$ cat config.mk
export PLATFORM = sky130hd
export DESIGN_NAME = wb_buffer
export DESIGN_NICKNAME = d
export VERILOG_FILES = /design/src/rtl/wb_buffer_pkg.sv /design/src/rtl/wb_fifo_mem.sv /design/src/rtl/wb_buffer.sv
export SDC_FILE = /design/constraint.sdc
export NUM_CORES = 1
export LEC_CHECK = 0
export ABC_AREA = 0
export CAP_MARGIN = 10
export CORE_MARGIN = 2
export CORE_UTILIZATION = 49
export DETAILED_ROUTE_END_ITERATION = 8
export GPL_TIMING_DRIVEN = 0
export PLACE_DENSITY = 0.82
export SYNTH_ARGS = -nofsm -noshare
export SYNTH_HDL_FRONTEND = slang
export SYNTH_SLANG_ARGS = --single-unit
export TNS_END_PERCENT = 10
$ cat constraint.sdc
create_clock -name clk -period 13.1 [get_ports clk]
set_input_delay 2.62 -clock clk [delete_from_list [all_inputs] [get_ports clk]]
set_output_delay 2.62 -clock clk [all_outputs]
set_load 0.1 [all_outputs]
$ cat src/rtl/wb_buffer_pkg.sv
// Shared definitions for the write-back victim buffer: line defaults, constant
// AXI write attributes and the drain FSM state encoding.
package wb_buffer_pkg;

  localparam int LINE_W_DEF = 128;
  localparam int ADDR_W     = 32;
  localparam int TAG_W      = 28;  // line address without the 16-byte offset

  localparam logic [2:0] WR_TYPE_LINE = 3'b100;
  localparam logic [3:0] WSTRB_FULL   = 4'b1111;

  typedef enum logic [1:0] {
    DS_IDLE      = 2'd0,
    DS_ISSUE     = 2'd1,
    DS_WAIT_BUSY = 2'd2,
    DS_WAIT_DONE = 2'd3
  } drain_state_e;

  // Line tag of a byte address (drops the offset within a 16-byte line).
  function automatic logic [TAG_W-1:0] line_tag(input logic [ADDR_W-1:0] addr);
    return addr[ADDR_W-1:4];
  endfunction

endpackage

$ cat src/rtl/wb_fifo_mem.sv
// Victim-line storage: DEPTH entries of {line tag, line data}, one write port,
// every entry readable combinationally so the parent can search all of them.
module wb_fifo_mem
  import wb_buffer_pkg::*;
#(
  parameter int DEPTH  = 2,
  parameter int LINE_W = LINE_W_DEF,
  localparam int AW      = $clog2(DEPTH),
  localparam int ENTRY_W = TAG_W + LINE_W
) (
  input  logic                           clk,
  input  logic                           we_i,
  input  logic [AW-1:0]                  waddr_i,
  input  logic [ENTRY_W-1:0]             wdata_i,
  output logic [DEPTH-1:0][ENTRY_W-1:0]  rdata_o
);

  // Storage is deliberately not reset; validity is tracked by the parent.
  logic [ENTRY_W-1:0] mem_q [DEPTH];

  // Single write port.
  always_ff @(posedge clk) begin
    if (we_i) begin
      mem_q[waddr_i] <= wdata_i;
    end
  end

  // Expose every entry for the associative lookup and the head read.
  always_comb begin
    for (int i = 0; i < DEPTH; i++) begin
      rdata_o[i] = mem_q[i];
    end
  end

endmodule

$ cat src/rtl/wb_buffer.sv
// Write-back buffer: holds dirty victim lines evicted by the dcache, drains
// them in FIFO order to the AXI bridge write port, and lets the dcache find a
// line that is still pending (youngest match wins).
//
// Handshakes:
//   push: a line transfers on a rising edge where push_valid && push_ready.
//         push_ready depends only on registered occupancy, so a pop in the
//         same cycle never frees room for a push into a full buffer.
//   write: wr_req is a one-cycle pulse; the bridge signals acceptance by
//         dropping wr_rdy and completion by raising it again, at which point
//         the head entry is retired. wr_addr/wr_data hold the head entry
//         throughout.
module wb_buffer
  import wb_buffer_pkg::*;
#(
  parameter int DEPTH  = 2,
  parameter int LINE_W = LINE_W_DEF
) (
  input  logic               clk,
  input  logic               reset,
  input  logic               push_valid,
  output logic               push_ready,
  input  logic [31:0]        push_addr,
  input  logic [LINE_W-1:0]  push_data,
  input  logic [31:0]        lookup_addr,
  output logic               lookup_hit,
  output logic [LINE_W-1:0]  lookup_data,
  output logic               empty,
  output logic               wr_req,
  output logic [2:0]         wr_type,
  output logic [31:0]        wr_addr,
  output logic [3:0]         wr_wstrb,
  output logic [LINE_W-1:0]  wr_data,
  input  logic               wr_rdy,
  output drain_state_e       dbg_state
);

  localparam int PTR_W   = $clog2(DEPTH);
  localparam int CNT_W   = PTR_W + 1;
  localparam int ENTRY_W = TAG_W + LINE_W;

  logic [PTR_W-1:0] head_q, head_d;
  logic [PTR_W-1:0] tail_q, tail_d;
  logic [CNT_W-1:0] count_q, count_d;
  logic [DEPTH-1:0] valid_q, valid_d;
  drain_state_e     state_q, state_d;

  logic [DEPTH-1:0][ENTRY_W-1:0] entries;
  logic                          push_fire;
  logic                          pop_fire;
  logic [PTR_W-1:0]              lk_idx;
  logic                          unused_offset_bits;

  // The byte offset within a line never takes part in any comparison.
  assign unused_offset_bits = ^{push_addr[3:0], lookup_addr[3:0]};

  assign push_ready = (count_q < CNT_W'(DEPTH));
  assign push_fire  = push_valid && push_ready;

  wb_fifo_mem #(
    .DEPTH  (DEPTH),
    .LINE_W (LINE_W)
  ) u_mem (
    .clk     (clk),
    .we_i    (push_fire),
    .waddr_i (tail_q),
    .wdata_i ({line_tag(push_addr), push_data}),
    .rdata_o (entries)
  );

  // Drain FSM next state and the single-cycle write request.
  always_comb begin
    state_d  = state_q;
    wr_req   = 1'b0;
    pop_fire = 1'b0;
    case (state_q)
      DS_IDLE: begin
        if ((count_q != '0) && wr_rdy) state_d = DS_ISSUE;
      end
      DS_ISSUE: begin
        wr_req  = 1'b1;
        state_d = DS_WAIT_BUSY;
      end
      DS_WAIT_BUSY: begin
        if (!wr_rdy) state_d = DS_WAIT_DONE;
      end
      DS_WAIT_DONE: begin
        if (wr_rdy) begin
          state_d  = DS_IDLE;
          pop_fire = 1'b1;
        end
      end
      default: state_d = DS_IDLE;
    endcase
  end

  // Drain FSM state register.
  always_ff @(posedge clk) begin
    if (reset) state_q <= DS_IDLE;
    else       state_q <= state_d;
  end

  // FIFO bookkeeping: push at tail, pop at head, both may occur together.
  always_comb begin
    head_d  = head_q;
    tail_d  = tail_q;
    count_d = count_q;
    valid_d = valid_q;
    if (push_fire) begin
      tail_d          = tail_q + 1'b1;
      valid_d[tail_q] = 1'b1;
    end
    if (pop_fire) begin
      head_d          = head_q + 1'b1;
      valid_d[head_q] = 1'b0;
    end
    case ({push_fire, pop_fire})
      2'b10:   count_d = count_q + 1'b1;
      2'b01:   count_d = count_q - 1'b1;
      default: count_d = count_q;
    endcase
  end

  // FIFO pointer, occupancy and validity registers.
  always_ff @(posedge clk) begin
    if (reset) begin
      head_q  <= '0;
      tail_q  <= '0;
      count_q <= '0;
      valid_q <= '0;
    end else begin
      head_q  <= head_d;
      tail_q  <= tail_d;
      count_q <= count_d;
      valid_q <= valid_d;
    end
  end

  // Associative search, oldest to youngest so the youngest match wins.
  always_comb begin
    lookup_hit  = 1'b0;
    lookup_data = '0;
    lk_idx      = head_q;
    for (int i = 0; i < DEPTH; i++) begin
      lk_idx = head_q + PTR_W'(i);
      if (valid_q[lk_idx] &&
          (entries[lk_idx][ENTRY_W-1 -: TAG_W] == line_tag(lookup_addr))) begin
        lookup_hit  = 1'b1;
        lookup_data = entries[lk_idx][LINE_W-1:0];
      end
    end
  end

  assign wr_addr   = {entries[head_q][ENTRY_W-1 -: TAG_W], 4'b0000};
  assign wr_data   = entries[head_q][LINE_W-1:0];
  assign wr_type   = WR_TYPE_LINE;
  assign wr_wstrb  = WSTRB_FULL;
  assign empty     = (count_q == '0) && (state_q == DS_IDLE);
  assign dbg_state = state_q;

endmodule

Word-level counts from Yosys, hierarchy flattened
Memory sizes are Yosys's and may differ from the RTL's. Index checks and enable logic that the tools add are counted.

Register bits: 8. Memory bits (writable): 312. Bits of input ports: 196. Output and inout bits: 301. Memories: 1.

Memory list: u_mem.mem_q (words 2, bits a word 156, read ports 2, clocked after Yosys merged registers in 0, wr ports 1, line wb_fifo_mem.sv:19) `logic [ENTRY_W-1:0] mem_q [DEPTH];`.

$add $sub $neg: 4. Magnitude comparators: 6. Equality and inequality tests: 10. Mux-type cells: 28. Bitwise logic cells: 3. Reduce and logical (&&, ||, !) cells: 12.

Operators by type and width (count): 156-bit 2-to-1 mux (4); 128-bit 2-to-1 mux (2); 28-bit == test (2); 1-bit 2-to-1 mux (13); 2-bit 2-to-1 mux (5); 2-bit one-hot mux with 4 select lines (1); 1-bit logical AND (7); 2-bit == test, second input constant (3); 1-bit by 2-bit less-than comparator with 1-bit output, second input constant (3); 2-bit != test, second input constant (3); 2-bit by 1-bit == test with 1-bit output, second input constant (2); 2-bit logical NOT (2); 2-bit one-hot mux with 2 select lines (1); 2-bit nonzero test (2); 3-bit AND reduction (1); 1-bit adder, second input constant (2); 2-bit by 1-bit adder with 2-bit output, second input constant (1); 2-bit bitwise AND (1); 1-bit demux with 1-bit select (2); 1-bit >= comparator, second input constant (2); 2-bit less-than comparator, second input constant (1); 2-bit inverter (1); 2-bit bitwise OR (1); 2-bit by 1-bit subtractor with 2-bit output, second input constant (1).

Longest topological paths before layout
Depth after elaboration: 8. Gate-level depth with buffers: 12. Depth with buffers taken out: 7.

Hierarchy
A second synthesis with hierarchy kept.

Cells, all modules: 1541. Area total of the unflattened synthesis: 17127.7 sq um.

By module, submodules not included: wb_fifo_mem (instances 1, cells an instance 314, area each 9385.3 sq um, sequential area each 9369.0 sq um); wb_buffer (instances 1, cells an instance 1227, area each 7742.4 sq um, sequential area each 160.2 sq um).

Worst setup path before layout
No wires, ideal clock.

Path kind: in2reg. Start: input push_valid. End: memory u_mem.mem_q[0][0] (netlist name) (enable). Setup time: 0.675 ns. Arrival time: 9.404 ns. Data required time: 12.425 ns. Slack: 3.021 ns. Stages on the path: 3. Path through: nor2b_1 -> inv_1 -> nor2_1.

Cells in the longest elaborated chain, start to end: 3.

RTL lines: from (decl) (line wb_buffer.sv:21) `input logic push_valid,`; 1-bit logical AND (line wb_buffer.sv:58) `assign push_fire = push_valid && push_ready;`; 1-bit 2-to-1 mux (line wb_fifo_mem.sv:23) `if (we_i) begin`; 1-bit 2-to-1 mux (not written as such) (line wb_fifo_mem.sv:24) `mem_q[waddr_i] <= wdata_i;`; to (decl) (line wb_fifo_mem.sv:19).

No other way between the ends.

Worst setup path after layout
Start: input lookup_addr[25]. End: output lookup_data[62].

Cells in the longest elaborated chain, start to end: 4. Elaborated cells between the ends (all ways): 6. Classes of those cells: eq/ne: 2; mux: 2; reduce/logical: 2.

RTL lines: from (decl) (line wb_buffer.sv:25) `input logic [31:0] lookup_addr,`; 28-bit == test (line wb_buffer.sv:147) `(entries[lk_idx][ENTRY_W-1 -: TAG_W] == line_tag(lookup_addr))) begin`; 1-bit logical AND (line wb_buffer.sv:146) `if (valid_q[lk_idx] &&`; 128-bit 2-to-1 mux (line wb_buffer.sv:146); 128-bit 2-to-1 mux * (line wb_buffer.sv:146); to (decl) (line wb_buffer.sv:27) `output logic [LINE_W-1:0] lookup_data,`.

Every way passes the cells marked *; elsewhere a longest branch is shown, timed or not.

==> flow_summary.yaml <==
setup_path:
  crit_end: "lookup_data[62]"
  r2r_slack_ns: 10.07
  critPathMaxFanout: 10
  crit-reg2reg-capture: "valid_q[0]"
  reg2reg_from: "head_q"
  critical_path.startpoint: "lookup_addr[25]"
  worst_setup_path_end_kind: "output port"
  cells_on_worst_reg2reg_path: 9
  timing.critical_path.required_ns: 10.48
  cp-start-kind: "input pin"
  critical_path_arrival_ns: 6.92
  critical_path_class: "input pin to output port"
clock_tree:
  clkLatencyLatePin_ns: 0.52
  cts_buffers: 35
  cts-hold-fix-buffers: 0
  clkSinkCount: 320
  cts_repair_resize_count: 0
  cts.path.max_buffers: 3
  clockRootBuffer: "clkbuf_16"
  htreeDepth: 2
  clkTransAtPathRegs_ns: 0.06
  post_cts_buffers: 0
  cts_tree: "done"
routing:
  remaining_drcs: 0
  drt_iter0_drc: 1055
  via_per_inst: 5.97
  totalWireLength_mm: 61.6
  antenna_violating_nets_post_route: 0
  drt-pass1-iter-count: 5
  route.vias.total: 15300
  wl_per_cell_um: 24.1
placement:
  hpwl_mm: 44.2
  placed_cells: 2487
  numPortBuffers: 476
  final_weighted_congestion_in_routability_driven_placement: 0.884
  detailedPlace.worstSlack_ns: 3.59
  placed_cell_area_um2: 22800
floorplan:
  boundaryPins: 497
  chipWidth_um: 192
  rows: 68
  coreArea_um2: 34600
  initial_utilization: 0.499
  chipHeight_um: 192
  dieArea_um2: 36700
layout:
  layout-drive-gt1-share: 0.124
  finalNonFillerCells: 2560
  area_growth_syn_to_layout_pct: 38.7
  post-route-cell-area_um2: 23900
  fin_nets: 2271
outcome:
  run_status: "complete, no violations"
yosys:
  syn_area_um2: 17300
  yosys_warnings: 0
  synthesis.instances: 1539
  synthDistinctLibCells: 40
  synth_seq_area_share: 0.552
  synth-seq-cells: 320
  post_synth.cell_area_avg_um2: 11.2
sta:
  fin_crit_ns: 9.54
  report.final.slew_viol_count: 0
  grt_setup_unrepaired: "no"
  tightest_slew_ns: 1.13
  final_hold_violating_endpoints: 0
  setup_violations: 0
  final_min_period_over_clock_period: 0.729
  finClkSkew_ns: 0.0155
  slew-limit-headroom: 0.242
  setup_ws_ns: 3.56
  fmaxAchievable_ghz: 0.105
global_route:
  grt_overflow_total: 0
  grt_pass1_wl_mm: 89.6
  grt_max_degree: 63
  first_global_vias: 15400
  grt_antenna_before_repair: 10
  grt.total_usage: 0.323
power_and_ir_drop:
  leakagePower_uw: 0.00808
  power.density_nw_per_um2: 127
  design_power_total_uw: 3050
  worst_vdd_ir_mv: 0.189
hold_path:
  hp-class: "flop to flop"
job:
  drv_cap: 0
==> where the power goes <==
group / internal [uW] / total [uW] / switching (uW)
Sequential: 1220 / 1260 / 37.7
Combinational: 233 / 825 / 592
Clock: 550 / 958 / 408
Total: 2010 / 3050 / 1040
==> final cells by class <==
type | instances | area, um2
clock buffers | 46 | 980
repair buffers | 484 | 4950
flip-flops and latches | 320 | 9530
inverters | 16 | 60.1
plain buffers | 132 | 774
diodes | 9 | 22.5
multi-input cells | 1080 | 6940
fillers | 2520 | 10700
clock inverters | 18 | 124
well taps | 455 | 569
==> state kept, by name, indices dropped and copies added, names as in the netlist <==
name         flops
u_mem.mem_q    312
count_q          2
head_q           1
tail_q           1
dbg_state        2
valid_q          2
==> routing by layer <==
| layer | GRT usage | part of all wire | vias up |
|---|---|---|---|
| met4 | 0.159 | 0.053 | 4 |
| met5 | 0 | 0.00049 | - |
| met3 | 0.0683 | 0.091 | 199 |
| li1 | - | - | 6688 |
| met2 | 0.553 | 0.49 | 936 |
| met1 | 0.386 | 0.36 | 7465 |
==> worst min-delay path by stage <==
| stage | slack (ns) | depth (start not counted) | end | start |
|---|---|---|---|---|
| global placement | 0.51 | 2 | tail_q | tail_q |
| floorplan | 0.48 | 2 | count_q[1] | count_q[1] |
| detailed placement | 0.54 | 2 | count_q[1] | count_q[1] |
| global route | 0.60 | 2 | valid_q[1] | valid_q[1] |
| finish | 0.58 | 2 | count_q[1] | count_q[1] |
| CTS | 0.56 | 2 | valid_q[1] | valid_q[1] |
==> through the flow <==
step / TNS [ns] / hold slack (ns) / util
after floorplan: 0 / 0.484 / -
after global placement: -278.97 / 0.513 / 0.654
after detailed placement: 0 / 0.539 / 0.659
after CTS: 0 / 0.559 / 0.691
after global routing: 0 / 0.604 / 0.691
final: 0 / 0.579 / 0.692
==> cells by family after synthesis <==
family | Yosys count | synth area share
and+or+nand+nor | 680 | 0.242
DFF | 320 | 0.552
AOI/OAI and AO/OA | 267 | 0.0889
buffers and inverters | 148 | 0.0483
xor gates and xnor gates | 60 | 0.0304
muxes | 56 | 0.0341
adders and majority gates | 6 | 0.00435
other | 2 | 0.000435
==> critical path: stages <==
cell and delay [ns]:
clkdlybuf4s50_1 0.48, xnor2_1 0.29, nor4_1 0.10, and4_1 0.22
nand2_1 0.56, clkbuf_1 0.50, clkbuf_1 0.44, o21ai_1 0.13
a31oi_1 0.36, clkdlybuf4s50_1 1.22
==> synthesized netlist by cell type <==
library cell | number | area, um2
a211oi_1 | 2 | 15.0
a21o_1 | 11 | 82.6
a21oi_1 | 2 | 10.0
a31oi_1 | 128 | 801
and2_1 | 119 | 744
and4_1 | 1 | 8.76
buf_1 | 2 | 7.51
buf_2 | 19 | 95.1
buf_4 | 23 | 173
buf_6 | 21 | 236
buf_8 | 1 | 15.0
clkbuf_1 | 66 | 248
conb_1 | 2 | 7.51
dfxtp_1 | 8 | 160
edfxtp_1 | 312 | 9370
ha_1 | 6 | 75.1
inv_1 | 16 | 60.1
mux2_1 | 5 | 56.3
mux2_2 | 13 | 146
mux2_4 | 1 | 15.0
mux2i_1 | 37 | 370
nand2_1 | 25 | 93.8
nand2b_1 | 11 | 68.8
nand3_1 | 131 | 656
nand3b_1 | 128 | 961
nand4_1 | 7 | 43.8
nor2_1 | 9 | 33.8
nor2b_1 | 119 | 744
nor3_1 | 3 | 15.0
nor3_2 | 1 | 10.0
nor3b_1 | 1 | 7.51
nor4_1 | 7 | 43.8
o211ai_1 | 1 | 7.51
o21ai_0 | 92 | 460
o21ai_1 | 30 | 150
o21bai_1 | 1 | 7.51
or2_2 | 117 | 732
or3_1 | 1 | 6.26
xnor2_1 | 33 | 289
xor2_1 | 27 | 236
==> placed cells by master (no fill, tap or decap), types with 13 or more instances in the layout <==
cell type / n
clkbuf_16: 37
or2_2: 117
xnor2_1: 33
clkdlybuf4s50_1: 476
buf_2: 19
buf_4: 23
nand3b_1: 128
mux2i_1: 37
clkbuf_1: 73
o21ai_1: 30
buf_6: 21
edfxtp_1: 312
nand2_1: 25
mux2_2: 13
nand3_1: 131
xor2_1: 27
o21ai_0: 92
inv_1: 16
nor2b_1: 119
and2_1: 118
a31oi_1: 128
(Power assumes the default switching activity.)
